### src/rtl/pipe_pkg.sv
// pipe_pkg: definitions shared by the pipeline-register stages.
//   MEMTOREG_BIT / REGWRITE_BIT : bit positions inside the 2-bit WB control field
//   PIPE_MAX_DATA_W / PIPE_MAX_REG_AW : widest payload / register index a stage may use
//   wb_entry_t : one held pipeline entry {valid, ctrl, read_data, alu_result, dest}
// The entry struct is sized for the widest configuration. Narrower stages
// zero-extend into it and slice back out, so one typedef serves every stage.
package pipe_pkg;

  localparam int MEMTOREG_BIT    = 0;
  localparam int REGWRITE_BIT    = 1;
  localparam int WB_CTRL_W       = 2;
  localparam int PIPE_MAX_DATA_W = 64;
  localparam int PIPE_MAX_REG_AW = 8;

  typedef struct packed {
    logic                       valid;
    logic [WB_CTRL_W-1:0]       ctrl;
    logic [PIPE_MAX_DATA_W-1:0] read_data;
    logic [PIPE_MAX_DATA_W-1:0] alu_result;
    logic [PIPE_MAX_REG_AW-1:0] dest;
  } wb_entry_t;

endpackage

### src/rtl/skid_entry_reg.sv
// skid_entry_reg: one storage slot of the MEM/WB skid buffer.
//   clk, rst_n : clock, asynchronous active-low reset (clears the whole entry)
//   load       : capture entry_d on the next rising edge
//   clr        : drop the valid bit on the next rising edge (wins over load)
//   entry_d    : entry to capture
//   entry_q    : held entry
// clr only drops the valid bit. The payload keeps its last value because
// nothing downstream looks at it while valid is low.
module skid_entry_reg
  import pipe_pkg::*;
(
  input  logic      clk,
  input  logic      rst_n,
  input  logic      load,
  input  logic      clr,
  input  wb_entry_t entry_d,
  output wb_entry_t entry_q
);

  always_ff @(posedge clk or negedge rst_n) begin
    if (!rst_n) begin
      entry_q <= '0;
    end else if (clr) begin
      entry_q.valid <= 1'b0;
    end else if (load) begin
      entry_q <= entry_d;
    end
  end

endmodule

### src/rtl/mem_wb_skid_stage.sv
// mem_wb_skid_stage: MEM->WB pipeline register with a two-entry skid buffer.
//   clk, rst_n             : clock, asynchronous active-low reset
//   in_valid / in_ready    : upstream handshake (in_ready comes from a flop)
//   in_wb_ctrl             : bit0 MemtoReg, bit1 RegWrite
//   in_read_data, in_alu_result, in_dest : incoming payload
//   flush                  : drop every held entry and the current input
//   out_valid / out_ready  : writeback handshake
//   out_mem_to_reg, out_reg_write, out_read_data, out_alu_result, out_dest :
//                            head (main) entry
//   out_wb_data            : selected writeback value
//   occupancy              : held entries, 0..2
// The head entry always lives in "main". "skid" only fills when main is
// stalled. in_ready is simply !skid.valid, so out_ready never reaches
// in_ready combinationally.
// DATA_W must not exceed PIPE_MAX_DATA_W, and REG_AW must not exceed PIPE_MAX_REG_AW.
module mem_wb_skid_stage
  import pipe_pkg::*;
#(
  parameter int DATA_W    = 32,
  parameter int REG_AW    = 5,
  parameter int ZERO_KILL = 1
) (
  input  logic              clk,
  input  logic              rst_n,
  input  logic              in_valid,
  output logic              in_ready,
  input  logic [1:0]        in_wb_ctrl,
  input  logic [DATA_W-1:0] in_read_data,
  input  logic [DATA_W-1:0] in_alu_result,
  input  logic [REG_AW-1:0] in_dest,
  input  logic              flush,
  output logic              out_valid,
  input  logic              out_ready,
  output logic              out_mem_to_reg,
  output logic              out_reg_write,
  output logic [DATA_W-1:0] out_read_data,
  output logic [DATA_W-1:0] out_alu_result,
  output logic [REG_AW-1:0] out_dest,
  output logic [DATA_W-1:0] out_wb_data,
  output logic [1:0]        occupancy
);

  wb_entry_t in_entry;
  wb_entry_t main_d, main_q;
  wb_entry_t skid_d, skid_q;
  logic      main_load, main_clr;
  logic      skid_load, skid_clr;
  logic      accept, retire;

  always_comb begin
    in_entry            = '0;
    in_entry.valid      = 1'b1;
    in_entry.ctrl       = in_wb_ctrl;
    in_entry.read_data  = PIPE_MAX_DATA_W'(in_read_data);
    in_entry.alu_result = PIPE_MAX_DATA_W'(in_alu_result);
    in_entry.dest       = PIPE_MAX_REG_AW'(in_dest);
  end

  assign accept = in_valid && in_ready && !flush;
  assign retire = main_q.valid && out_ready && !flush;

  always_comb begin
    main_load = 1'b0;
    main_clr  = 1'b0;
    skid_load = 1'b0;
    skid_clr  = 1'b0;
    main_d    = in_entry;
    skid_d    = in_entry;

    if (flush) begin
      main_clr = 1'b1;
      skid_clr = 1'b1;
    end else if (retire) begin
      if (skid_q.valid) begin
        // Promote the skid entry. in_ready is low here, so no accept can happen.
        main_load = 1'b1;
        main_d    = skid_q;
        skid_clr  = 1'b1;
      end else if (accept) begin
        main_load = 1'b1;
      end else begin
        main_clr  = 1'b1;
      end
    end else if (accept) begin
      if (main_q.valid) begin
        skid_load = 1'b1;
      end else begin
        main_load = 1'b1;
      end
    end
  end

  skid_entry_reg u_main (
    .clk     (clk),
    .rst_n   (rst_n),
    .load    (main_load),
    .clr     (main_clr),
    .entry_d (main_d),
    .entry_q (main_q)
  );

  skid_entry_reg u_skid (
    .clk     (clk),
    .rst_n   (rst_n),
    .load    (skid_load),
    .clr     (skid_clr),
    .entry_d (skid_d),
    .entry_q (skid_q)
  );

  assign in_ready       = !skid_q.valid;
  assign out_valid      = main_q.valid;
  assign out_mem_to_reg = main_q.valid && main_q.ctrl[MEMTOREG_BIT];
  assign out_reg_write  = main_q.valid && main_q.ctrl[REGWRITE_BIT] &&
                          !((ZERO_KILL != 0) && (main_q.dest[REG_AW-1:0] == '0));
  assign out_read_data  = main_q.read_data[DATA_W-1:0];
  assign out_alu_result = main_q.alu_result[DATA_W-1:0];
  assign out_dest       = main_q.dest[REG_AW-1:0];
  assign out_wb_data    = out_mem_to_reg ? out_read_data : out_alu_result;
  assign occupancy      = {1'b0, main_q.valid} + {1'b0, skid_q.valid};

  // Upper struct bits above DATA_W / REG_AW are intentionally dropped.
  logic unused_main_bits;
  assign unused_main_bits = ^{main_q.read_data, main_q.alu_result, main_q.dest};

endmodule
### config.mk
export PLATFORM = sky130hd
export DESIGN_NAME = mem_wb_skid_stage
export DESIGN_NICKNAME = d
export VERILOG_FILES = /design/src/rtl/pipe_pkg.sv /design/src/rtl/skid_entry_reg.sv /design/src/rtl/mem_wb_skid_stage.sv
export SDC_FILE = /design/constraint.sdc
export NUM_CORES = 1
export LEC_CHECK = 0
export CORE_AREA = 2 2 181 183
export CTS_BUF_LIST = sky130_fd_sc_hd__clkbuf_4 sky130_fd_sc_hd__clkbuf_8 sky130_fd_sc_hd__clkbuf_16
export CTS_CLUSTER_DIAMETER = 80
export CTS_CLUSTER_SIZE = 28
export DETAILED_ROUTE_END_ITERATION = 7
export DIE_AREA = 0 0 183 185
export SYNTH_ARGS = -nofsm -noshare
export SYNTH_HDL_FRONTEND = slang
export SYNTH_HIERARCHICAL = 1
export SYNTH_SLANG_ARGS = --single-unit
### constraint.sdc
create_clock -name clk -period 2.3 [get_ports clk]
set_input_delay 0.23 -clock clk [delete_from_list [all_inputs] [get_ports clk]]
set_output_delay 0.23 -clock clk [all_outputs]
set_load 0.02 [all_outputs]
Word-level counts from Yosys, hierarchy flattened
Cells that the tools add are included.

Output and inout bits: 107. Logic and storage cells: 53. Register bits after elaboration: 211.

Bitwise gates (word level): 2. Multiplexer cells: 25. $add $sub $neg: 1. Reduce and logical (&&, ||, !) cells: 15.

Operator list (number): 139-bit two-way mux (3); 138-bit two-way mux (2); 32-bit two-way mux (1); 1-bit two-way mux (19); 1-bit logical AND (7); 5-bit logical NOT (1); 2-bit AND reduction (2); 2-bit nonzero test (2); 1-bit logical NOT (3); 1-bit by 1-bit adder with 2-bit output (1); 1-bit inverter (2).

Depth between registers and ports, before layout
Depth after elaboration: 9. Gate-level depth with buffers: 8.

By module
Netlist, hierarchy kept.

By module, submodules not included: skid_entry_reg (cells an instance 295, area each 5232.5 um^2, times used 2, seq. area each 3478.3 um^2); mem_wb_skid_stage (cells an instance 206, area each 2074.5 um^2, times used 1, seq. area each 0.0 um^2).

Worst setup path before layout
OpenSTA, ideal clock, no wires.

Path kind: reg-to-reg. Start point: reg u_main/entry_q[138] (netlist name). End point: reg u_main/entry_q[20] (netlist name). Cell stages (with the launch flop): 7. Arrival: 2170 ps. Data required time: 2175 ps. Setup slack: 5 ps. Cells stage by stage: dfrtp_1 -> nor2b_1 -> a2111oi_0 -> nor2b_4 -> buf_6 -> clkbuf_8 -> mux2_2.

Elaborated cells on any way between the ends: 12.

RTL lines: start: declaration (line skid_entry_reg.sv:17) `output wb_entry_t entry_q`; start signal: assignment (line skid_entry_reg.sv:26) `entry_q <= entry_d;`; 1-bit two-way mux or 1-bit logical AND (tied branches) (line mem_wb_skid_stage.sv:85, mem_wb_skid_stage.sv:60); 1-bit two-way mux or 1-bit logical AND (tied branches) (line mem_wb_skid_stage.sv:84, mem_wb_skid_stage.sv:60); 1-bit two-way mux (*) (line mem_wb_skid_stage.sv:73) `end else if (retire) begin`; 1-bit two-way mux (*) (line mem_wb_skid_stage.sv:70) `if (flush) begin`; named net main_load (line mem_wb_skid_stage.sv:46) `logic main_load, main_clr;`; 2-bit AND reduction (no source line) (*).

Mark *: on every way through the listed nets, which the timed path passes. The rest lies on a longest branch. A chain may end at the register's enable or synchronous reset.

Worst setup path in the final report
Start point: reg u_main/entry_q[138] (netlist name). End point: out out_wb_data[16].

Word-level cells in the longest chain between the ends: 2.

Ends and longest elaborated chain: 1-bit logical AND (line mem_wb_skid_stage.sv:113) `assign out_mem_to_reg = main_q.valid && main_q.ctrl[MEMTOREG_BIT];`; 32-bit two-way mux (line mem_wb_skid_stage.sv:119) `assign out_wb_data = out_mem_to_reg ? out_read_data : out_alu_result;`; end: declaration (line mem_wb_skid_stage.sv:39) `output logic [DATA_W-1:0] out_wb_data,`.

Every way passes these cells.

==> flow_summary.yaml <==
timing:
  period_share_pct: 96.51
  slew_viol_final: 0
  setup_violations: 0
  final-hold-violation-count: 0
  rsz0062_at_grt: "false"
  finClkSkew_ps: 5.156
  fin_crit_ps: 2220
  timing.fmax_ghz: 0.4505
cts:
  root_buffer: "clkbuf_16"
  cts_buffers: 17
  cts_sinks: 144
  worstSkewPairLatency_ps: 410
  path_clk_slew_ps: 60
  clock_path_buffers: 2
  h-tree-depth: 4
  cts_tree: "built"
  cts_setup_buffers: 0
pwr:
  p_leak_nw: 4.355
  p_sw_mw: 2.407
  ir_drop_mv: 0.4095
  p_int_mw: 5.871
  seqPwrFrac_pct: 39.7
  p_comb_share_pct: 26.1
  p_sw_share_pct: 29.08
  power_frac_clock_pct: 34.2
  power_density_nw_per_um2: 826.3
synth:
  netlist_instances: 444
  yosys_warnings: 6
  post_synth.cell_area_avg_sq_um: 16.01
  netlist_area_sq_um: 7107
grt:
  use_met3_pct: 2.713
  grt_pass1_vias: 4576
  busiest_layer: "met2"
  grt_max_degree: 49
  grt_use_total_pct: 10.17
  antenna_found_initial: 1
  grt_pass1_wl_mm: 26.48
  met1_usage_pct: 12.87
  grt-ovfl-total: 0
  met2_usage_pct: 17.02
setup_path:
  cp.arrival_ps: 1990
  cp-end-kind: "primary output"
  startpoint_type: "flop"
  critical_path_required_ps: 2070
  worstSetupPathType: "reg -> out"
  crit_path_max_fanout: 8
floorplan:
  start_util_pct: 22.18
  die_w_um: 183
  io_pins: 183
  die_h_um: 185
  rows: 66
  fp.coreArea_sq_um: 32040
  dieArea_sq_um: 33860
layout:
  layout.cells.most_common_list: "195 x mux2_2, 148 x clkdlybuf4s50_1, 143 x dfrtp_1"
  area_growth_pct: 40.95
  layout_commonest_cell: "mux2_2"
  final_cell_area_sq_um: 10020
  drive_above_1_share_pct: 47.63
  fin_cells: 1064
  layout.nets: 719
detailed_routing:
  wire_per_inst_um: 16.06
  vias: 4295
  drc_errors: 0
  vias_per_cell: 4.037
  drt-total-wl_mm: 17.08
  dr.first_iter.drc_count: 130
  ant_nets: 0
  drtPass1Iterations: 4
place:
  post-dp-hpwl_mm: 11.63
  io_buffers: 182
  gp_congestion: 0.6777
  placed_cells: 1028
  placed_cell_area_sq_um: 9376
status:
  status: "completed"
flow_run:
  maxCapViolCount: 0
hold_path:
  hold_class: "in -> async"
-- metrics by stage --
step | hold WS [ps] | power [mW] | setup WS [ps] | TNS (ps) | util (%)
global route | 356.5 | 8.723 | 2.372 | 0 | 31.26
detailed placement | 212.4 | 5.606 | -34.54 | -1251 | 29.26
global placement | 212.8 | 5.570 | -23.88 | -956.1 | 29.26
floorplan | -65.59 | 4.410 | 33.51 | 0 | -
CTS | 321.6 | 8.418 | 2.980 | 0 | 31.05
finish | 326.0 | 8.277 | 80.24 | 0 | 31.26
-- repair_timing --
item | 4_1_cts | 5_1_grt
hold buffers | 1 | 0
endpoints found under the setup margin | 32 | 17
resized for setup | 33 | 4
gates cloned | 0 | 2
hold endpoints to repair | 45 | 0
-- layout make-up --
class                           count  area [sq um]
Tap cell                          408         510.5
Inverter                            3         11.26
Antenna cell                        1         2.502
Clock inverter                     12         132.6
Timing Repair Buffer              211          2167
Sequential cell                   144          3605
Fill cell                        3196         22020
Clock buffer                       20         466.7
Multi-Input combinational cell    265          3122
-- critical path: stages (launching register included) --
cell and delay, ps:
dfrtp_2 450, buf_4 180, nand2_8 110, clkbuf_16 190
mux2_2 330, dlygate4sd2_1 320
-- power groups by stage --
stage	Clock (mW)	Sequential (mW)	Combinational (mW)
5_1_grt	3.06	3.36	2.31
2_1_floorplan	0	3.56	0.850
6_report	2.83	3.28	2.16
3_3_place_gp	0	3.32	2.25
4_1_cts	2.95	3.29	2.18
3_5_place_dp	0	3.34	2.27
-- sequential cells by signal, summed over array words and instances (netlist names) --
name,cells
u_main/entry_q,72
u_skid/entry_q,72
-- final timing paths --
kind                                                      start                               to  slack (ps)  depth (start not counted)
worst max-delay path            u_main/entry_q[138]$_DFFE_PN0P_                  out_wb_data[16]          80                          5
worst min-delay path                                      rst_n    u_main/entry_q[3]$_DFFE_PN0P_         330                          2
worst max register to register  u_main/entry_q[138]$_DFFE_PN0P_   u_main/entry_q[85]$_DFFE_PN0P_         160                          6
worst min register to register    u_skid/entry_q[3]$_DFFE_PN0P_    u_skid/entry_q[3]$_DFFE_PN0P_         500                          1
max in group asynchronous                                 rst_n  u_main/entry_q[138]$_DFFE_PN0P_        1300                          3
min in group clk                               in_read_data[23]   u_skid/entry_q[95]$_DFFE_PN0P_         460                          2
-- per-layer routing --
layer / wire length, um / share of wire [%] / vias up
li1: - / - / 1997
met1: 7764 / 45 / 2186
met2: 8424 / 49 / 97
met3: 699 / 4.1 / 15
met4: 195 / 1.1 / 0
met5: 0 / 0 / -
(Power assumes the default switching activity.)
